===== config.mk =====
export PLATFORM = sky130hd
export DESIGN_NAME = seg_scan_driver
export DESIGN_NICKNAME = d
export VERILOG_FILES = /design/src/rtl/seg_scan_driver.sv
export SDC_FILE = /design/constraint.sdc
export NUM_CORES = 1
export LEC_CHECK = 0
export ABC_AREA = 0
export CORE_MARGIN = 2
export CORE_UTILIZATION = 45
export CTS_CLUSTER_SIZE = 8
export DETAILED_ROUTE_END_ITERATION = 16
export PLACE_DENSITY = 0.81
export SLEW_MARGIN = 0
export SYNTH_ARGS = -nofsm -noshare
export SYNTH_HDL_FRONTEND = slang
export SYNTH_SLANG_ARGS = --single-unit

===== constraint.sdc =====
create_clock -name clk_i -period 3.6 [get_ports clk_i]
set_input_delay 0.72 -clock clk_i [delete_from_list [all_inputs] [get_ports clk_i]]
set_output_delay 0.72 -clock clk_i [all_outputs]
set_load 0.005 [all_outputs]

===== src/rtl/seg_scan_driver.sv =====
// Six-digit multiplexed 7-segment scanner for an HH:MM:SS clock display.
// Latency: AN/SEG/DP change on the prescaler tick edge and already show the new slot; FRAME is a 1-cycle pulse after the frame-wrap edge.
// Backpressure: none; free-running scan, digit inputs are sampled once per frame.
//
// Ports:
//   clk_i, rst_i          system clock, asynchronous active-high reset
//   d_*_i                 BCD digits (sec/min/hour, ones/tens) from the timekeeper
//   blank_lz_i            blank hour-tens when it is zero
//   colon_en_i            enable the blinking colon (DP on slots 2 and 4)
//   an_o, seg_o, dp_o     active-low anode enables, segments {g..a}, decimal point
//   frame_o               one-cycle pulse at the start of every scan frame
module seg_scan_driver #(
    parameter int SCAN_DIV     = 50000,
    parameter int BLINK_FRAMES = 83
) (
    input  logic       clk_i,
    input  logic       rst_i,
    input  logic [3:0] d_sec_one_i,
    input  logic [3:0] d_sec_ten_i,
    input  logic [3:0] d_min_one_i,
    input  logic [3:0] d_min_ten_i,
    input  logic [3:0] d_hour_one_i,
    input  logic [3:0] d_hour_ten_i,
    input  logic       blank_lz_i,
    input  logic       colon_en_i,
    output logic [5:0] an_o,
    output logic [6:0] seg_o,
    output logic       dp_o,
    output logic       frame_o
);

    localparam int CW = $clog2(SCAN_DIV);
    localparam int FW = (BLINK_FRAMES > 1) ? $clog2(BLINK_FRAMES) : 1;
    localparam logic [CW-1:0] CNT_LAST = CW'(SCAN_DIV - 1);
    localparam logic [FW-1:0] FRM_LAST = FW'(BLINK_FRAMES - 1);
    localparam logic [2:0]    IDX_LAST = 3'd5;

    function automatic logic [6:0] seg_decode(input logic [3:0] d);
        logic [6:0] s;
        case (d)
            4'd0:    s = 7'b1000000;
            4'd1:    s = 7'b1111001;
            4'd2:    s = 7'b0100100;
            4'd3:    s = 7'b0110000;
            4'd4:    s = 7'b0011001;
            4'd5:    s = 7'b0010010;
            4'd6:    s = 7'b0000010;
            4'd7:    s = 7'b1111000;
            4'd8:    s = 7'b0000000;
            4'd9:    s = 7'b0010000;
            default: s = 7'b1111111;
        endcase
        return s;
    endfunction

    logic [CW-1:0]   cnt_q, cnt_d;
    logic [2:0]      idx_q, idx_d;
    logic [5:0][3:0] sh_q, sh_d;
    logic [FW-1:0]   fcnt_q, fcnt_d;
    logic            phase_q, phase_d;
    logic            lit_q, lit_d;
    logic [5:0]      an_q, an_d;
    logic [6:0]      seg_q, seg_d;
    logic            dp_q, dp_d;
    logic            frame_q, frame_d;

    logic       tick;
    logic       wrap;
    logic [3:0] digit;

    always_comb begin
        tick    = (cnt_q == CNT_LAST);
        wrap    = tick && (idx_q == IDX_LAST);

        cnt_d   = tick ? '0 : cnt_q + CW'(1);
        idx_d   = idx_q;
        sh_d    = sh_q;
        fcnt_d  = fcnt_q;
        phase_d = phase_q;
        lit_d   = lit_q | wrap;
        an_d    = an_q;
        seg_d   = seg_q;
        dp_d    = dp_q;
        frame_d = wrap;
        digit   = 4'd0;

        if (tick) begin
            idx_d = (idx_q == IDX_LAST) ? 3'd0 : idx_q + 3'd1;
        end

        if (wrap) begin
            sh_d = {d_hour_ten_i, d_hour_one_i, d_min_ten_i,
                    d_min_one_i, d_sec_ten_i, d_sec_one_i};
        end

        // The wrap that leaves the reset/idle state opens the first frame
        // without closing one, so only later wraps count toward the blink.
        if (wrap && lit_q) begin
            if (fcnt_q == FRM_LAST) begin
                fcnt_d  = '0;
                phase_d = ~phase_q;
            end else begin
                fcnt_d  = fcnt_q + FW'(1);
            end
        end

        // Outputs are built from next-state index and shadow so the new slot
        // appears on the tick edge itself rather than one slot late.
        case (idx_d)
            3'd0:    digit = sh_d[0];
            3'd1:    digit = sh_d[1];
            3'd2:    digit = sh_d[2];
            3'd3:    digit = sh_d[3];
            3'd4:    digit = sh_d[4];
            default: digit = sh_d[5];
        endcase

        if (tick) begin
            an_d = ~(6'b000001 << idx_d);
            if ((idx_d == IDX_LAST) && blank_lz_i && (digit == 4'd0)) begin
                seg_d = 7'b1111111;
            end else begin
                seg_d = seg_decode(digit);
            end
            dp_d = ~(((idx_d == 3'd2) || (idx_d == 3'd4)) && colon_en_i && phase_d);
        end
    end

    always_ff @(posedge clk_i or posedge rst_i) begin
        if (rst_i) begin
            cnt_q   <= '0;
            idx_q   <= IDX_LAST;
            sh_q    <= '0;
            fcnt_q  <= '0;
            phase_q <= 1'b0;
            lit_q   <= 1'b0;
            an_q    <= 6'b111111;
            seg_q   <= 7'b1111111;
            dp_q    <= 1'b1;
            frame_q <= 1'b0;
        end else begin
            cnt_q   <= cnt_d;
            idx_q   <= idx_d;
            sh_q    <= sh_d;
            fcnt_q  <= fcnt_d;
            phase_q <= phase_d;
            lit_q   <= lit_d;
            an_q    <= an_d;
            seg_q   <= seg_d;
            dp_q    <= dp_d;
            frame_q <= frame_d;
        end
    end

    assign an_o    = an_q;
    assign seg_o   = seg_q;
    assign dp_o    = dp_q;
    assign frame_o = frame_q;

endmodule


; Yosys cells after proc, flatten, opt, wreduce, memory -nomap -nowiden
; Memories as Yosys holds them, arrays and structs flattened.
; Cells that the tools add are included.
[totals]
register_bits = 67
latch_bits = 0
ram_bits = 0
rom_bits = 112
input_bits = 28
output_inout_bits = 15
word_cells = 50
n_memories = 1
[op_classes]
addsub = 3
multipliers = 0
n_div = 0
n_lt_le_gt_ge = 0
n_eq_ne = 8
shift = 1
n_mux = 9
bitwise_logic = 4
reduce_logical = 9
[memory_table]
columns = name, depth, width, read_ports, rd_clocked_by_memory_dff, write_ports, line
row1 = (name not given), 16, 7, 1, 0, 0, 40  ; case (d)
[ops]
columns = op, n
row1 = $mux W24, 1
row2 = $pmux W4 S5, 1
row3 = $add A16 B1 Y16 const B, 1
row4 = $eq A16 B16 Y1 const B, 1
row5 = $mux W16, 1
row6 = $mux W7, 2
row7 = $eq A3 B3 Y1 const B, 3
row8 = $add A7 B1 Y7 const B, 1
row9 = $eq A7 B7 Y1 const B, 1
row10 = $eq A3 B2 Y1 const B, 2
row11 = $logic_and A1 B1 Y1, 6
row12 = $mux W3, 2
row13 = $not A6 Y6, 1
row14 = $shl A1 B3 Y6 const A, 1
row15 = $logic_not A4 Y1, 1
row16 = $add A3 B1 Y3 const B, 1
row17 = $eq A3 B1 Y1 const B, 1
row18 = $logic_not A3 Y1, 1
row19 = $mux W1, 2
row20 = $not A1 Y1, 2
row21 = $logic_or A1 B1 Y1, 1
row22 = $or A1 B1 Y1, 1

; Depth between registers and ports, before layout
[depth]
word_depth = 8
mapped_depth = 14
depth_no_buf = 12

; Worst setup path after synthesis
; Ideal clock, no wire load.
[synth_timing]
kind = flip-flop to flip-flop
startpoint = register cnt_q[11]
endpoint = register seg_q[4], in the netlist seg_o[4]
t_arrival_ps = 3267
required_ps = 3518
slack_ps = 251
stages_incl_launch_ff = 14
n_path_buf = 2
cell_sequence = dfrtp_1 > or4_4 > or4_4 > buf_6 > buf_6 > mux2i_1 > nor4_1 > a211oi_1 > inv_1 > ha_1 > nand4_1 > or3b_1 > a21oi_1 > o31ai_1
[synth_between]
elab_chain_len = 7
elab_cells_between_ends = 16
[synth_rtl]
columns = item, line
row1 = "start, declared", 56  ; logic [CW-1:0] cnt_q, cnt_d;
row2 = "start signal, assigned", 142  ; cnt_q <= cnt_d;
row3 = $eq A16 B16 Y1 (*), 72  ; tick = (cnt_q == CNT_LAST);
row4 = branches (longest 6 deep; another with $mem_v2 Z16 W7), n/a
row5 = "end signal, assigned", 149  ; seg_q <= seg_d;
row6 = "end, declared", 63  ; logic [6:0] seg_q, seg_d;
; Every way passes the cells marked *.
; A chain may end at the register's enable or synchronous reset.

; Worst setup path after layout
[layout_timing]
startpoint = register cnt_q[11]
endpoint = register seg_q[0], in the netlist seg_o[0]
; The elaborated chain is that of the path after synthesis.

==> impl_metrics.ini <==
[status]
status = finished, final reports clean

[critical_path]
cp_num_buf_inv = 1
cp_slowest_cell = or4_4
cp.arrival_ns = 3.68
critPathTopFamily = simple AND/OR/NAND/NOR gates
critPathMaxFanout = 19
required_ns = 3.89
path_cells = or4_4 -> or4_4 -> mux2i_1 -> nor4_2 -> a211oi_1 -> inv_1 -> ha_1 -> nand4_1 -> or4_1 -> nor2b_4 -> o211ai_2
rr_worst_depth = 11
r2r_setup_slack_ns = 0.21
endpoint_kind = flip-flop
r2r-end = seg_o[0]$_DFFE_PP1N_
slowest_delay_ns = 0.58
path_class = reg2reg
r2r-start = cnt_q[11]$_DFF_PP0_
startpoint_type = flip-flop
cp_common_cell = or4_4

[min_path]
hp-class = reg2reg
min_to = cnt_q[0]$_DFF_PP0_
hold_path_startpoint = cnt_q[0]$_DFF_PP0_
whs_path_depth = 1

[clock_network]
cts_tree = done
cts_made_buffers = 9
clkLatencyLatePin_ns = 0.35
cts_htree_levels = 3
post_cts_buffers = 0
cts_root_buf = clkbuf_8
cts_buffer_depth = 2
cts.sinks = 67
clkTransAtPathRegs_ns = 0.07
hold_buffers = 0

[cells_and_area]
fillCellCount = 643
insertedDiodeCount = 0
finalInstanceArea_mm2 = 0.004314
multiInputGateArea_mm2 = 0.001718
seqCellArea_mm2 = 0.001697
nets = 403
stdcell_count = 474
drive_above_1_share = 0.2392
area_delta_synth_final_pct = 22.62

[job]
max_cap_violations = 0

[timing]
max_slew_margin = 0.6046
fin_worst_skew_ns = 0.007382
min_period_ns = 3.392
timing.final.setup_violations = 0
hold_ws_ns = 0.4674
rsz0062_at_grt = false
clock.fmax_mhz = 294.8
worstMarginPinSlew_ns = 0.5923
period_share = 0.9424
tns_ns = 0
hold_viol = 0
maxSlewViolCount = 0

[drt]
wire_per_inst_um = 15.30
vias = 2608
dr.pass1.iters = 5
initialDrtViolationCount = 108
postRouteAntennaNets = 0
post-route-drc-count = 0
route.final.wire_length_um = 7254
via_per_inst = 5.502

[die]
die_w_um = 92.42
dieArea_mm2 = 0.008541
coreArea_mm2 = 0.007647
start_util = 0.4601
die_h_um = 92.42
boundaryPins = 43
row_count = 32

[logic_synthesis]
synthAdderAreaFrac = 0.02845
post-synth-top-area-cell = dfrtp_1
syn_inst = 322
synth_area_leaders = dfrtp_1, dfstp_2, mux2_2, nand2_1, ha_1
synth_compound_area_frac = 0.1198
ys_async_sr_fraction = 1.000
synth_top_flop_cell = dfrtp_1
synth_top_family_by_area = simple AND/OR/NAND/NOR gates
ys_warn_count = 0
synth-simple-area-share = 0.1757
syn-cell-area_mm2 = 0.003518
syn_area_per_cell_um2 = 10.93
synthXorXnorAreaFrac = 0.03983
synthMuxAreaShare = 0.1202
synth.top_cell.area_share = 0.3627
synth_nets = 358
ys_types = 61
synth-edff-count = 0
yosysSeqAreaShare = 0.4822
synth-seq-cells = 67

[placed_design]
dp_hpwl_um = 5161
dpl.cell_count = 458
dpl-instance-area_mm2 = 0.004068
port_buffers = 42
routabilityCongestion = 0.8849

[global_route]
grt_pass1_wl_um = 12070
overflow = 0
grt_max_degree = 33
antenna_found_initial = 0
first_global_vias = 2452
track_usage = 0.1797

[pwr]
power.density_mw_per_mm2 = 358.9
p_leak_nw = 1.928
vdd_ir_drop_max_mv = 0.1920
p_total_w = 0.001548
## Yosys cell counts, types with 4 or more instances
cell type / n
mux2_2: 27
nor2b_1: 5
nand3_1: 15
xor2_1: 9
nor2_1: 25
and3_1: 10
o211ai_2: 7
nor3_1: 5
inv_1: 4
nand2_1: 27
or3_1: 4
a31oi_1: 5
mux2i_1: 7
ha_1: 8
dfstp_2: 16
dfrtp_1: 51
o31ai_1: 7
a21oi_1: 10
clkbuf_1: 7
o21ai_0: 8
xnor2_1: 7
buf_4: 5
## per-stage QoR
stage / utilization / worst slack [ns]
final: 0.5641 / 0.2075
after global routing: 0.5641 / 0.03103
after CTS: 0.5633 / 0.1054
after detailed placement: 0.5319 / 0.1624
after global placement: 0.5319 / 0.2888
after floorplan: - / 0.2514
## worst reg2reg max path, stage by stage, from the launching register on
cell      delay (ns)
dfrtp_1         0.42
or4_4           0.56
or4_4           0.58
mux2i_1         0.18
nor4_2          0.26
a211oi_1        0.11
inv_1           0.13
ha_1            0.18
nand4_1         0.18
or4_1           0.49
nor2b_4         0.17
o211ai_2        0.07
## worst max path at each step
stage                   startpoint                   end  slack, ns  cells past startpoint
2_1_floorplan  cnt_q[11]$_DFF_PP0_  seg_o[4]$_DFFE_PP1N_       0.25                     13
3_3_place_gp   cnt_q[10]$_DFF_PP0_  seg_o[0]$_DFFE_PP1N_       0.29                     11
3_5_place_dp   cnt_q[11]$_DFF_PP0_  seg_o[4]$_DFFE_PP1N_       0.16                     11
4_1_cts        cnt_q[11]$_DFF_PP0_  seg_o[0]$_DFFE_PP1N_       0.11                     11
5_1_grt        cnt_q[10]$_DFF_PP0_  seg_o[0]$_DFFE_PP1N_       0.03                     11
6_report       cnt_q[11]$_DFF_PP0_  seg_o[0]$_DFFE_PP1N_       0.21                     11
## metal layers
layer,GRT usage,part of all wire,wire length [um]
met1,0.2491,0.47,3379
met2,0.2682,0.45,3285
met3,0.04963,0.061,446
met4,0.06965,0.020,143
met5,0,0,0
## cell usage in the layout, fill, tap and decap left out, types with 3 or more instances in the layout
cell type	instances
dfstp_2	16
bufinv_16	3
mux2i_1	7
nand3_1	15
clkdlybuf4s50_1	42
and2_1	3
nor2b_1	5
o211ai_2	7
a31oi_1	5
nand2_1	27
a21oi_1	10
nor3_1	5
clkbuf_8	9
a221oi_1	3
nand4b_1	3
xor2_1	9
buf_4	7
mux2_2	27
o31ai_1	7
nor2_1	25
dfrtp_1	51
xnor2_1	7
and3_1	10
ha_1	8
inv_1	3
or3_1	4
o21ai_0	8
## timing repair
item,in CTS,in global routing
resized for setup,0,1
hold endpoints to repair,0,0
endpoints found under the setup margin,0,4
## final cells by class
cell class                      count  area share
Sequential cell                    67      0.3933
Clock buffer                        9     0.02871
Tap cell                          102     0.02958
Timing Repair Buffer               51      0.1189
Multi-Input combinational cell    233      0.3982
Clock inverter                      7     0.02697
Inverter                            5    0.004350
## state kept, by name (all words and copies together) (netlist names)
register and cells:
frame_o 1, idx_q 3, cnt_q 16, an_o 6, sh_q 24, lit_q 1
seg_o 7, fcnt_q 7, dp_o 1, phase_q 1
## report_power, final
part	internal, W	total, W	switching (W)	leakage [nW]
clock network	0.000458	0.000748	0.000290	0.119
registers	0.000753	0.000753	0	0.864
logic	0.0000271	0.0000469	0.0000198	0.944
## logic make-up after synthesis
| logic type | after synthesis |
|---|---|
| compound gates | 56 |
| xor+xnor | 16 |
| fa+ha+maj | 8 |
| buf+inv | 22 |
| flops | 67 |
| mux | 37 |
| simple gates | 116 |
No activity file was read; power rests on OpenSTA's default activity.
